===== config.mk =====
export PLATFORM = sky130hd
export DESIGN_NAME = rr_arbiter
export DESIGN_NICKNAME = d
export VERILOG_FILES = /design/src/rtl/rr_arbiter.sv
export SDC_FILE = /design/constraint.sdc
export NUM_CORES = 1
export LEC_CHECK = 0
export CAP_MARGIN = 20
export CORE_MARGIN = 5
export CORE_UTILIZATION = 26
export DETAILED_ROUTE_END_ITERATION = 6
export PLACE_DENSITY_LB_ADDON = 0.12
export SYNTH_ARGS = -nofsm -noshare
export SYNTH_HDL_FRONTEND = slang
export SYNTH_SLANG_ARGS = --single-unit

===== constraint.sdc =====
create_clock -name clk -period 6.8 [get_ports clk]
set_clock_uncertainty 0.2 [all_clocks]
set_input_delay 1.7 -clock clk [delete_from_list [all_inputs] [get_ports clk]]
set_output_delay 1.7 -clock clk [all_outputs]
set_load 0.03 [all_outputs]

===== src/rtl/rr_arbiter.sv =====
// N-way registered arbiter: round-robin or fixed priority, with grant holding
// and a hold timeout that hands the resource to a waiting requester.
module rr_arbiter #(
    parameter int unsigned N        = 8,
    parameter int unsigned RR_EN    = 1,
    parameter int unsigned MAX_HOLD = 4,
    localparam int unsigned IDW     = $clog2(N)
) (
    input  logic           clk,
    input  logic           rst_n,
    input  logic [N-1:0]   req,
    output logic [N-1:0]   grant,
    output logic           grant_valid,
    output logic [IDW-1:0] grant_id
);

    localparam int unsigned HW = (MAX_HOLD == 0) ? 1 : $clog2(MAX_HOLD + 1);

    typedef enum logic {IDLE, OWNED} state_t;

    state_t          state, nxt_state;
    logic [IDW-1:0]  ptr, nxt_ptr;
    logic [HW-1:0]   hold_cnt, nxt_cnt;
    logic [N-1:0]    nxt_grant;
    logic [IDW-1:0]  nxt_id;

    logic [N-1:0]    cand;
    logic            win_found;
    logic [IDW-1:0]  win_idx;
    logic [IDW-1:0]  win_ptr;
    logic            owner_req;
    logic            hold_last;
    logic            take;

    // The current owner never competes, so one selector serves idle, release and timeout.
    always_comb begin
        cand      = req & ~grant;
        win_found = 1'b0;
        win_idx   = '0;
        for (int unsigned i = 0; i < N; i++) begin
            int unsigned    idx;
            logic [IDW-1:0] idx_w;
            idx   = (RR_EN != 0) ? ((32'(ptr) + i) % N) : i;
            idx_w = IDW'(idx);
            if (!win_found && cand[idx_w]) begin
                win_found = 1'b1;
                win_idx   = idx_w;
            end
        end
        win_ptr = IDW'((32'(win_idx) + 1) % N);
    end

    assign owner_req = |(req & grant);
    assign hold_last = (MAX_HOLD != 0) && (hold_cnt == HW'(MAX_HOLD - 1));

    // Next-state and next-output decision.
    always_comb begin
        nxt_state = state;
        nxt_grant = grant;
        nxt_id    = grant_id;
        nxt_ptr   = ptr;
        nxt_cnt   = hold_cnt;
        take      = 1'b0;
        case (state)
            IDLE: begin
                if (win_found) take = 1'b1;
            end
            OWNED: begin
                if (!owner_req) begin
                    if (win_found) begin
                        take = 1'b1;
                    end else begin
                        nxt_state = IDLE;
                        nxt_grant = '0;
                        nxt_id    = '0;
                        nxt_cnt   = '0;
                    end
                end else if (hold_last && win_found) begin
                    take = 1'b1;
                end else if ((MAX_HOLD != 0) && !hold_last) begin
                    nxt_cnt = hold_cnt + HW'(1);
                end
            end
            default: nxt_state = IDLE;
        endcase
        if (take) begin
            nxt_state = OWNED;
            nxt_grant = N'(1) << win_idx;
            nxt_id    = win_idx;
            nxt_ptr   = win_ptr;
            nxt_cnt   = '0;
        end
    end

    always_ff @(posedge clk or negedge rst_n) begin
        if (!rst_n) begin
            state       <= IDLE;
            grant       <= '0;
            grant_valid <= 1'b0;
            grant_id    <= '0;
            ptr         <= '0;
            hold_cnt    <= '0;
        end else begin
            state       <= nxt_state;
            grant       <= nxt_grant;
            grant_valid <= |nxt_grant;
            grant_id    <= nxt_id;
            ptr         <= nxt_ptr;
            hold_cnt    <= nxt_cnt;
        end
    end

endmodule


## Yosys cells after proc, flatten, opt, wreduce, memory -nomap -nowiden

Index checks and enable logic that the tools add are counted.

- Add/sub/neg operators: 9
- Magnitude comparators: 8
- Equality and inequality tests: 6
- Shift operators: 1
- Muxes and demuxes: 52
- Bitwise gates (word level): 4
- Reduce and logical (&&, ||, !) cells: 20

Operators by type and width:

| kind | count |
|---|---|
| $mux 3 | 17 |
| $lt 3x4->1 const B | 8 |
| $mux 8 | 4 |
| $bmux 1 s3 | 8 |
| $mux 1 | 22 |
| $and 8x8->8 | 2 |
| $reduce_or 8->1 | 2 |
| $add 3x3->3 const B | 4 |
| $add 3x1->3 const B | 3 |
| $logic_and 1x1->1 | 8 |
| $not 8->8 | 1 |
| $shl 1x3->8 const A | 1 |
| $logic_not 1->1 | 7 |
| $add 3x2->3 const B | 2 |
| $ne 2x1->1 const B | 2 |
| $reduce_and 4->1 | 1 |
| $eq 3x2->1 const B | 1 |
| $ne 3x1->1 const B | 1 |
| $ne 3x2->1 const B | 1 |
| $ne 3x3->1 const B | 1 |
| $reduce_and 3->1 | 1 |
| $pmux 1 s2 | 1 |
| $reduce_bool 2->1 | 1 |
| $not 1->1 | 1 |

- Bits in registers: 19
- Input port bits: 10
- Output and inout bits: 12
- Logic and storage cells: 106

## Longest topological paths before layout

Gate-level depths: netlist (run 1).

- Word-level depth: 32
- Depth in mapped cells: 17
- Mapped depth without buffers: 16

## Least setup slack after synthesis (run 1)

OpenSTA, ideal clock, no wires.

- Kind: input to register
- Start: in req[5]
- End: reg grant_valid
- Setup time: 0.126 ns
- Arrival time: 4.923 ns
- Data required time: 6.474 ns
- Setup slack: 1.551 ns
- Stages on the path: 13
- Buffers on the path: 0
- Cells stage by stage: nor2b_1 > mux2_1 > mux4_2 > a211oi_1 > a211oi_1 > a2bb2oi_1 > inv_1 > ha_1 > or4_1 > nor2_1 > o21ai_0 > and3_1 > a221o_1

- Word-level cells in the longest chain between the ends: 31

Ends and longest elaborated chain:

| what | RTL line | source |
|---|---|---|
| start, declared | 11 | `input logic [N-1:0] req,` |
| $and 8x8->8 | 37 | `cand = req & ~grant;` |
| $bmux 1 s3 | 45 | `if (!win_found && cand[idx_w]) begin` |
| $mux 1 (not written as such) | 45 |  |
| $mux 1 | 45 |  |
| $logic_not 1->1 | 45 |  |
| $logic_and 1x1->1 | 45 |  |
| $mux 1 | 45 |  |
| $logic_not 1->1 | 45 |  |
| (+15 left out) | n/a |  |
| $logic_and 1x1->1 | 45 |  |
| $mux 1 | 45 |  |
| $logic_and 1x1->1 | 78 | `end else if (hold_last && win_found) begin` |
| $mux 1 | 78 |  |
| $mux 1 | 69 | `if (!owner_req) begin` |
| $pmux 1 s2 | 64 | `case (state)` |
| $mux 8 * | 86 | `if (take) begin` |
| $reduce_or 8->1 * | 106 | `grant_valid <= \|nxt_grant;` |
| end signal, assigned | 106 |  |
| end, declared | 13 | `output logic grant_valid,` |

Every way passes the cells marked *; elsewhere a longest branch is shown, timed or not. The select of a mux whose other input is x is not followed.
A chain may end at the register's enable or synchronous reset.

## Final worst setup path (run 1)

Ends and elaborated chain as after synthesis.

==> impl_results.md, run 1 <==
* Outcome: finished clean
* Synth warn at 0
* Nets at 248
* Vias in the first global route at 1696
* CTS resizes at 0
* Post-CTS setup buffers at 0
* Worst Hold Class: reg -> reg
* Avg Inst Size Synth at 9.48 um2
* Bufs and invs on worst path at 2
* H-tree lvl count at 1
* Layout cells sized above 1 at 0.145
* Crit path kind: in -> reg
* CTS Hold Bufs at 0
* Setup-failing EPs final at 0
* Final Hold Fails at 0
* DR DRC count at 0
* Placement Setup Slack at 0.702 ns
* Critical Path Most Common Cell: a211oi_1
* Chip Width at 97.1 um
* Post-synth top area cell: dfrtp_1
* Clk sinks at 19
* Pin count of the biggest net entering global routing at 22
* Worst path slowest cell: or4_1
* Worst Path Required at 6.74 ns
* Core Util, Final at 0.318
* Tcrit/Tclk final at 0.863
* Initial Util at 0.269
* Die Y-Extent at 97.1 um
* CTS tree: done
* Post-Syn Area at 0.00197 mm2
* Max-cap violations at 0
* RSZ-0062 raised after global routing: false
* GRT overflow at 0
* Number of buffers added on ports at 21
* Initial DRC Count at 82
* Placed insts at 323
* Clk Latency, worst-skew pair at 0.26 ns
* Crit-path cells: clkdlybuf4s50_1 > nor2b_1 > mux2_1 > mux4_2 > a211oi_1 > a211oi_1 > a2bb2oi_1 > inv_1 > ha_1 > or4_1 > nor2_1 > o21ai_0 > and3_1 > a221o_1
* Clock transition at the registers of the reported paths at 0.08 ns
* Root Buffer: clkbuf_8
* Startpoint Class: input pin
* Ranking of synthesized cells by area: dfrtp_1, mux4_2, ha_1
* Yosys reg bits at 19
* Fmax at 170 MHz
* Ant. Diodes at 0
* Die area at 0.00943 mm2
* Global-route wire length before repair at 9.36 mm
* Slew margin rel. at 0.404
* Synth cell types at 59
* Post-Layout Cell Count at 327
* Setup_tns at 0 ns
* DR vias at 1775
* Crit path max-delay family: compound AO/OA/AOI/OAI gates
* Worst-margin pin slew at 0.892 ns
* Synth cell count leaders: dfrtp_1, nand2_1, mux4_2, nor2_1
* Initial DRT Pass Iterations at 5
* Worst-path fanout max at 6
* TritonCTS buffer count at 3
* Crit-path max cell delay at 0.56 ns
* Period minus WS final at 5.87 ns
* Worst setup EP type: register
* Row cnt at 31
* Initial antenna violation count at 0
* Asr flop ratio synth at 1.00
* Via density at 5.43
* Clock buffer depth at 2
* Most numerous cell in the Yosys netlist: dfrtp_1
* Register area share after synthesis at 0.241
* Synth top area share at 0.241
* WP data arrival at 5.81 ns
* Slew Viols, Final at 0
* Main flop type after synthesis: dfrtp_1
* EDFF count, synth at 0
* Top Ports at 22
* Syn Inst Count at 208
* Core Region at 0.00733 mm2
* Drt total wl at 5.71 mm
* Syn nets at 227
* Final Worst Setup Slack at 0.932 ns
* DR WL/cell at 17.5 um
* Post-DRT Antenna Nets at 0
* GRT Util Overall at 0.120
* Placer's final routability congestion estimate at 0.859
* Area Growth Syn to Fin at 18.3%
* Filler cells at 752
* Hpwl dp at 4.48 mm
==> path summary, 6_finish.rpt <==
| check | from | end | slack, ns | cells past startpoint |
|---|---|---|---|---|
| hold reg to reg | grant_id[2] | grant_id[2] | 0.28 | 1 |
| max in group asynchronous | rst_n | grant_valid | 4.11 | 1 |
| setup reg to reg | ptr[1] | grant_valid | 1.78 | 14 |
| min in group asynchronous | rst_n | grant[7] | 1.74 | 1 |
| setup / recovery | req[5] | grant_valid | 0.93 | 14 |
| hold / removal | grant_id[2] | grant_id[2] | 0.28 | 1 |
==> logic make-up (layout without fill, tap and decap cells) <==
logic type                 after synthesis  in the layout  share of synthesized area
and+or+nand+nor                         72             72                      0.201
AOI/OAI and AO/OA                       66             66                      0.254
muxes                                   22             22                      0.190
DFF                                     19             19                      0.241
buffers and inverters                   16             36                     0.0381
adders and majority gates                9              9                     0.0571
xor gates and xnor gates                 4              4                     0.0178
==> through the flow <==
stage	hold WS, ns	cell area, um2
after global placement	0.261	2290
after CTS	0.289	2330
after floorplan	0.256	1970
after global routing	0.301	2330
after detailed placement	0.271	2290
final	0.283	2330
==> metal layers <==
metal,track usage,wire [um],vias to the layer above
met5,0,0,-
met4,0.0130,28,0
li1,-,-,859
met1,0.172,2770,861
met2,0.192,2650,51
met3,0.0258,272,4
==> sequential cells by signal (all words and copies together), names as in the netlist <==
name         flops
grant_valid      1
state            1
hold_cnt         3
grant_id         3
grant            8
ptr              3
==> area by class of cell <==
cell class,instances,area (um2),area share
multi-input cells,173,1420,0.609
flip-flops and latches,19,475,0.204
repair buffers,25,240,0.103
well taps,99,124,0.0531
clock buffers,3,41.3,0.0177
inverters,7,26.3,0.0113
clock inverters,1,5.00,0.00214
==> cell usage in the layout (no fill, tap or decap), types with 2 or more instances in the layout <==
| master | n |
|---|---|
| mux4_2 | 11 |
| mux2i_1 | 3 |
| a32o_1 | 3 |
| a22oi_1 | 5 |
| xor2_1 | 2 |
| or3b_2 | 2 |
| a221oi_1 | 3 |
| nand2b_1 | 3 |
| a211o_1 | 7 |
| nor2b_1 | 9 |
| a211oi_1 | 5 |
| nor4_1 | 2 |
| nand2_1 | 16 |
| clkbuf_8 | 3 |
| dfrtp_1 | 19 |
| nand3_1 | 8 |
| xnor2_1 | 2 |
| o2bb2ai_1 | 2 |
| nor3_1 | 5 |
| and2_1 | 5 |
| nor3b_1 | 2 |
| nand3b_1 | 2 |
| mux2_4 | 2 |
| inv_1 | 5 |
| a22o_1 | 7 |
| mux2_2 | 5 |
| nor2_1 | 10 |
| a21o_1 | 4 |
| a21oi_1 | 8 |
| ha_1 | 9 |
| a31oi_1 | 2 |
| clkdlybuf4s50_1 | 21 |
| buf_4 | 4 |
| o21ai_0 | 7 |
Power of run 1 is left out: the tool's default activity adds up to more than one toggle a clock period on the data nets, which glitch-free logic cannot reach.
==> run 2: changes to the inputs <==
Settings changed: PLACE_DENSITY set to 0.53, PLACE_DENSITY_LB_ADDON 0.12 to not set, SKIP_CTS_REPAIR_TIMING set to 1.
==> run 2 against run 1 <==
  * Worst setup slack got worse by 0.068 ns
  * Hold slack improved by 0.0096 ns
  * Via count increased by 1.9%
  * Critical path depth increased by 1
  * Sequential share of layout area increased by 0.066 points
  * Die area unchanged
  * Clock-buffer cell count unchanged
  * Sequential cell count unchanged
  * Non-clock buffer count decreased by 1
  * Cell count decreased by 0.31%
  * Utilization decreased by 0.10 points
  * Critical path type unchanged
  * Critical endpoint unchanged
  * Largest cell class unchanged
==> impl_results.md, run 2 (synthesis results as in run 1) <==
* Vias in the first global route at 1839
* Initial antenna violation count at 0
* Most common cell after layout, fill and taps aside: clkdlybuf4s50_1
* Die Y-Extent at 97.1 um
* Slew Viols, Final at 0
* Worst Hold Class: reg -> reg
* Clk sinks at 19
* Post-DRT Antenna Nets at 0
* Slew margin rel. at 0.418
* Area Growth Syn to Fin at 18.0%
* Core Region at 0.00733 mm2
* Number of flip-flops in the largest register at 8
* Met1 Use GR at 0.157
* Pin count of the biggest net entering global routing at 23
* Min-delay src: grant_id[2]
* Crit path kind: in -> reg
* Global-route wire length before repair at 9.37 mm
* Via density at 5.55
* Hpwl dp at 4.23 mm
* TritonCTS buffer count at 3
* DR vias at 1809
* Setup-failing EPs final at 0
* RSZ-0062 raised after global routing: false
* Top Ports at 22
* Setup_tns at 0 ns
* Row cnt at 31
* DR DRC count at 0
* Initial DRC Count at 243
* Critical Path Source: req[2]
* Worst Path Required at 6.75 ns
* Clk Latency, worst-skew pair at 0.26 ns
* Ant. Diodes at 0
* Grt met2 use at 0.201
* Busiest grt layer: met2
* Final Hold Fails at 0
* WP data arrival at 5.89 ns
* Placed insts at 322
* Layout cells sized above 1 at 0.141
* R2r startpoint: ptr[1]
* Outcome: finished clean
* Startpoint Class: input pin
* GRT Util Overall at 0.118
* Worst setup EP type: register
* Chip Width at 97.1 um
* Core Util, Final at 0.317
* Worst-path fanout max at 7
* Post-Layout Cell Count at 326
* Number of buffers added on ports at 21
* Top reg by flops: grant
* Initial DRT Pass Iterations at 4
* GR Util met3 at 0.0136
* Fmax at 168 MHz
* DR WL/cell at 16.8 um
* Die area at 0.00943 mm2
* Period minus WS final at 5.94 ns
* Filler cells at 756
* Nets at 247
* Tcrit/Tclk final at 0.873
* H-tree lvl count at 1
* Commonest cells after routing, fill and taps aside: clkdlybuf4s50_1, dfrtp_1, nand2_1
* GRT overflow at 0
* Initial Util at 0.269
* Placer's final routability congestion estimate at 0.838
* Worst-margin pin slew at 0.870 ns
* Clock buffer depth at 2
* Max-cap violations at 0
* Drt total wl at 5.48 mm
* CTS tree: done
* Clock transition at the registers of the reported paths at 0.07 ns
* Root Buffer: clkbuf_8
run 2: cell types whose count changed in the layout (fill, tap and decap cells not counted):
cell   delta
buf_4     -1
run 2: cell type report:
type | count | area (um2) | area share
Multi-Input combinational cell | 173 | 1420 | 0.611
Sequential cell | 19 | 475 | 0.204
Timing Repair Buffer | 24 | 233 | 0.100
Tap cell | 99 | 124 | 0.0533
Clock buffer | 3 | 41.3 | 0.0178
Inverter | 7 | 26.3 | 0.0113
Clock inverter | 1 | 5.00 | 0.00215
run 2: final timing paths:
path | to | slack, ns | depth (start not counted)
worst min register to register | grant_id[2] | 0.29 | 1
worst min-delay path | grant_id[2] | 0.29 | 1
min in group asynchronous | hold_cnt[0] | 1.73 | 1
worst max-delay path | grant_valid | 0.86 | 15
max in group asynchronous | grant[3] | 4.13 | 1
worst max register to register | grant_valid | 1.26 | 14
run 2: routing by layer:
metal | wire [um] | vias to the layer above
li1 | - | 857
met1 | 2610 | 892
met2 | 2580 | 51
met3 | 206 | 9
met4 | 82 | 0
met5 | 0 | -
run 2: worst max-delay path, stage by stage:
cell and delay (ns):
clkdlybuf4s50_1 0.45, nor2b_1 0.15, buf_4 0.16, mux2_4 0.31
mux4_2 0.53, a211oi_1 0.45, a211oi_1 0.15, a2bb2oi_1 0.45
inv_1 0.14, ha_1 0.25, or4_1 0.55, nor2_1 0.10
o21ai_0 0.08, and3_1 0.17, a221o_1 0.25
run 2: per-stage QoR:
| stage | cell area, um2 | setup slack [ns] | hold slack [ns] |
|---|---|---|---|
| 3_5_place_dp | 2280 | 0.621 | 0.269 |
| 6_report | 2330 | 0.864 | 0.292 |
| 5_1_grt | 2330 | 0.643 | 0.316 |
| 3_3_place_gp | 2280 | 0.732 | 0.270 |
| 2_1_floorplan | 1970 | 1.55 | 0.256 |
| 4_1_cts | 2330 | 0.922 | 0.290 |
Power of run 2 is left out for the same reason.
==> run 3: changes to the inputs <==
Settings changed: CORE_UTILIZATION 26 to 61, PLACE_DENSITY 0.53 to 0.95.
==> run 3 against run 2 <==
  * Cell count fell by 17%
  * Worst setup slack improved by 0.0065 ns
  * Global-route usage is 14 points higher
  * Fmax grew 0.11%
  * First-iteration DRC count is 24% lower
  * Final area is 4.5% lower
  * Register-to-register slack got worse by 0.08 ns
  * Clock-buffer cell count rose by 1
  * Wire length decreased by 4.5%
  * Sequential cell count is the same
  * Via count increased by 5.7%
==> impl_results.md, run 3 (synthesis results as in run 1) <==
* Outcome: finished clean
* Commonest cells after routing, fill and taps aside: clkdlybuf4s50_1, dfrtp_1, nand2_1
* Top reg by flops: grant
* Chip Width at 66.9 um
* Via density at 7.11
* Worst path slowest cell: or4_1
* Number of flip-flops in the largest register at 8
* DR WL/cell at 19.4 um
* RSZ-0062 raised after global routing: false
* Clk sinks at 19
* Top Ports at 22
* Vias in the first global route at 1764
* Number of buffers added on ports at 21
* Post-DRT Antenna Nets at 0
* Crit path max-delay family: compound AO/OA/AOI/OAI gates
* Row cnt at 20
* Area Growth Syn to Fin at 12.7%
* Core Region at 0.00308 mm2
* Worst setup EP type: register
* CTS tree: done
* Worst Path Required at 6.79 ns
* DR vias at 1913
* Pin count of the biggest net entering global routing at 23
* Period minus WS final at 5.93 ns
* Global-route wire length before repair at 8.82 mm
* TritonCTS buffer count at 3
* Placed insts at 265
* Nets at 245
* Clk Latency, worst-skew pair at 0.30 ns
* Most common cell after layout, fill and taps aside: clkdlybuf4s50_1
* Placed Area at 0.00220 mm2
* Post-Layout Cell Count at 269
* Max-cap violations at 0
* Ant. Diodes at 0
* Drt total wl at 5.23 mm
* Core Util, Final at 0.722
* H-tree lvl count at 1
* Filler cells at 218
* Setup-failing EPs final at 0
* Placer's final routability congestion estimate at 0.964
* Worst-margin pin slew at 0.855 ns
* Tcrit/Tclk final at 0.872
* Clock transition at the registers of the reported paths at 0.10 ns
* WP data arrival at 5.92 ns
* Crit-path max cell delay at 0.55 ns
* GRT overflow at 0
* Die Y-Extent at 66.9 um
* Crit-path cells: clkdlybuf4s50_1 > nor2b_1 > mux2_4 > mux4_2 > a211oi_1 > a211oi_1 > a2bb2oi_1 > inv_1 > ha_1 > or4_1 > nor2_1 > o21ai_0 > and3_1 > a221o_1
* Setup_tns at 0 ns
* Critical Path Most Common Cell: a211oi_1
* Hpwl dp at 4.09 mm
* Die area at 0.00447 mm2
* Initial DRC Count at 185
* Initial antenna violation count at 0
* Initial Util at 0.641
* Worst-path fanout max at 6
* Slew margin rel. at 0.428
* Final Hold Fails at 0
* Initial DRT Pass Iterations at 5
* Clock buffer depth at 2
* Crit path kind: in -> reg
* Layout cells sized above 1 at 0.129
* Slew Viols, Final at 0
* Post-route cell area at 0.00222 mm2
* DR DRC count at 0
* Worst Hold Class: reg -> reg
* Bufs and invs on worst path at 2
* Startpoint Class: input pin
* Root Buffer: clkbuf_4
* Fmax at 169 MHz
* GRT Util Overall at 0.258
run 3: final cells by class:
type / instances / area, um2 / share of cell area
Timing Repair Buffer: 22 / 218 / 0.0980
Tap cell: 44 / 55.1 / 0.0248
Sequential cell: 19 / 475 / 0.214
Clock buffer: 4 / 26.3 / 0.0118
Multi-Input combinational cell: 173 / 1420 / 0.640
Inverter: 7 / 26.3 / 0.0118
run 3: stage by stage:
stage | hold slack [ns] | setup slack (ns)
3_5_place_dp | 0.279 | 0.644
5_1_grt | 0.339 | 0.596
6_report | 0.297 | 0.870
3_3_place_gp | 0.259 | 0.877
2_1_floorplan | 0.256 | 1.55
4_1_cts | 0.304 | 0.952
run 3: worst reg2reg max path, delay by kind of cell, from the launching register on:
family          cells  cell delay, ns
compound gates      5            1.50
fa+ha+maj           2            0.83
buf+inv             3            0.90
flops               1            0.71
mux                 1            0.56
simple gates        3            0.82
run 3: worst paths after layout:
path,endpoint,depth (start not counted),slack (ns),startpoint
worst max-delay path,grant_valid,14,0.87,req[6]
worst min-delay path,grant_id[2],1,0.30,grant_id[2]
worst max register to register,grant_valid,14,1.18,ptr[1]
min in group asynchronous,hold_cnt[2],1,1.67,rst_n
worst min register to register,grant_id[2],1,0.30,grant_id[2]
max in group asynchronous,grant[5],1,4.20,rst_n
run 3: metal layers:
layer / up-vias / part of all wire / track usage
met5: - / 0 / 0
met4: 0 / 0.016 / 0.0684
met3: 11 / 0.10 / 0.0641
met2: 122 / 0.47 / 0.406
met1: 923 / 0.41 / 0.351
li1: 857 / - / -
Power of run 3 is left out for the same reason.
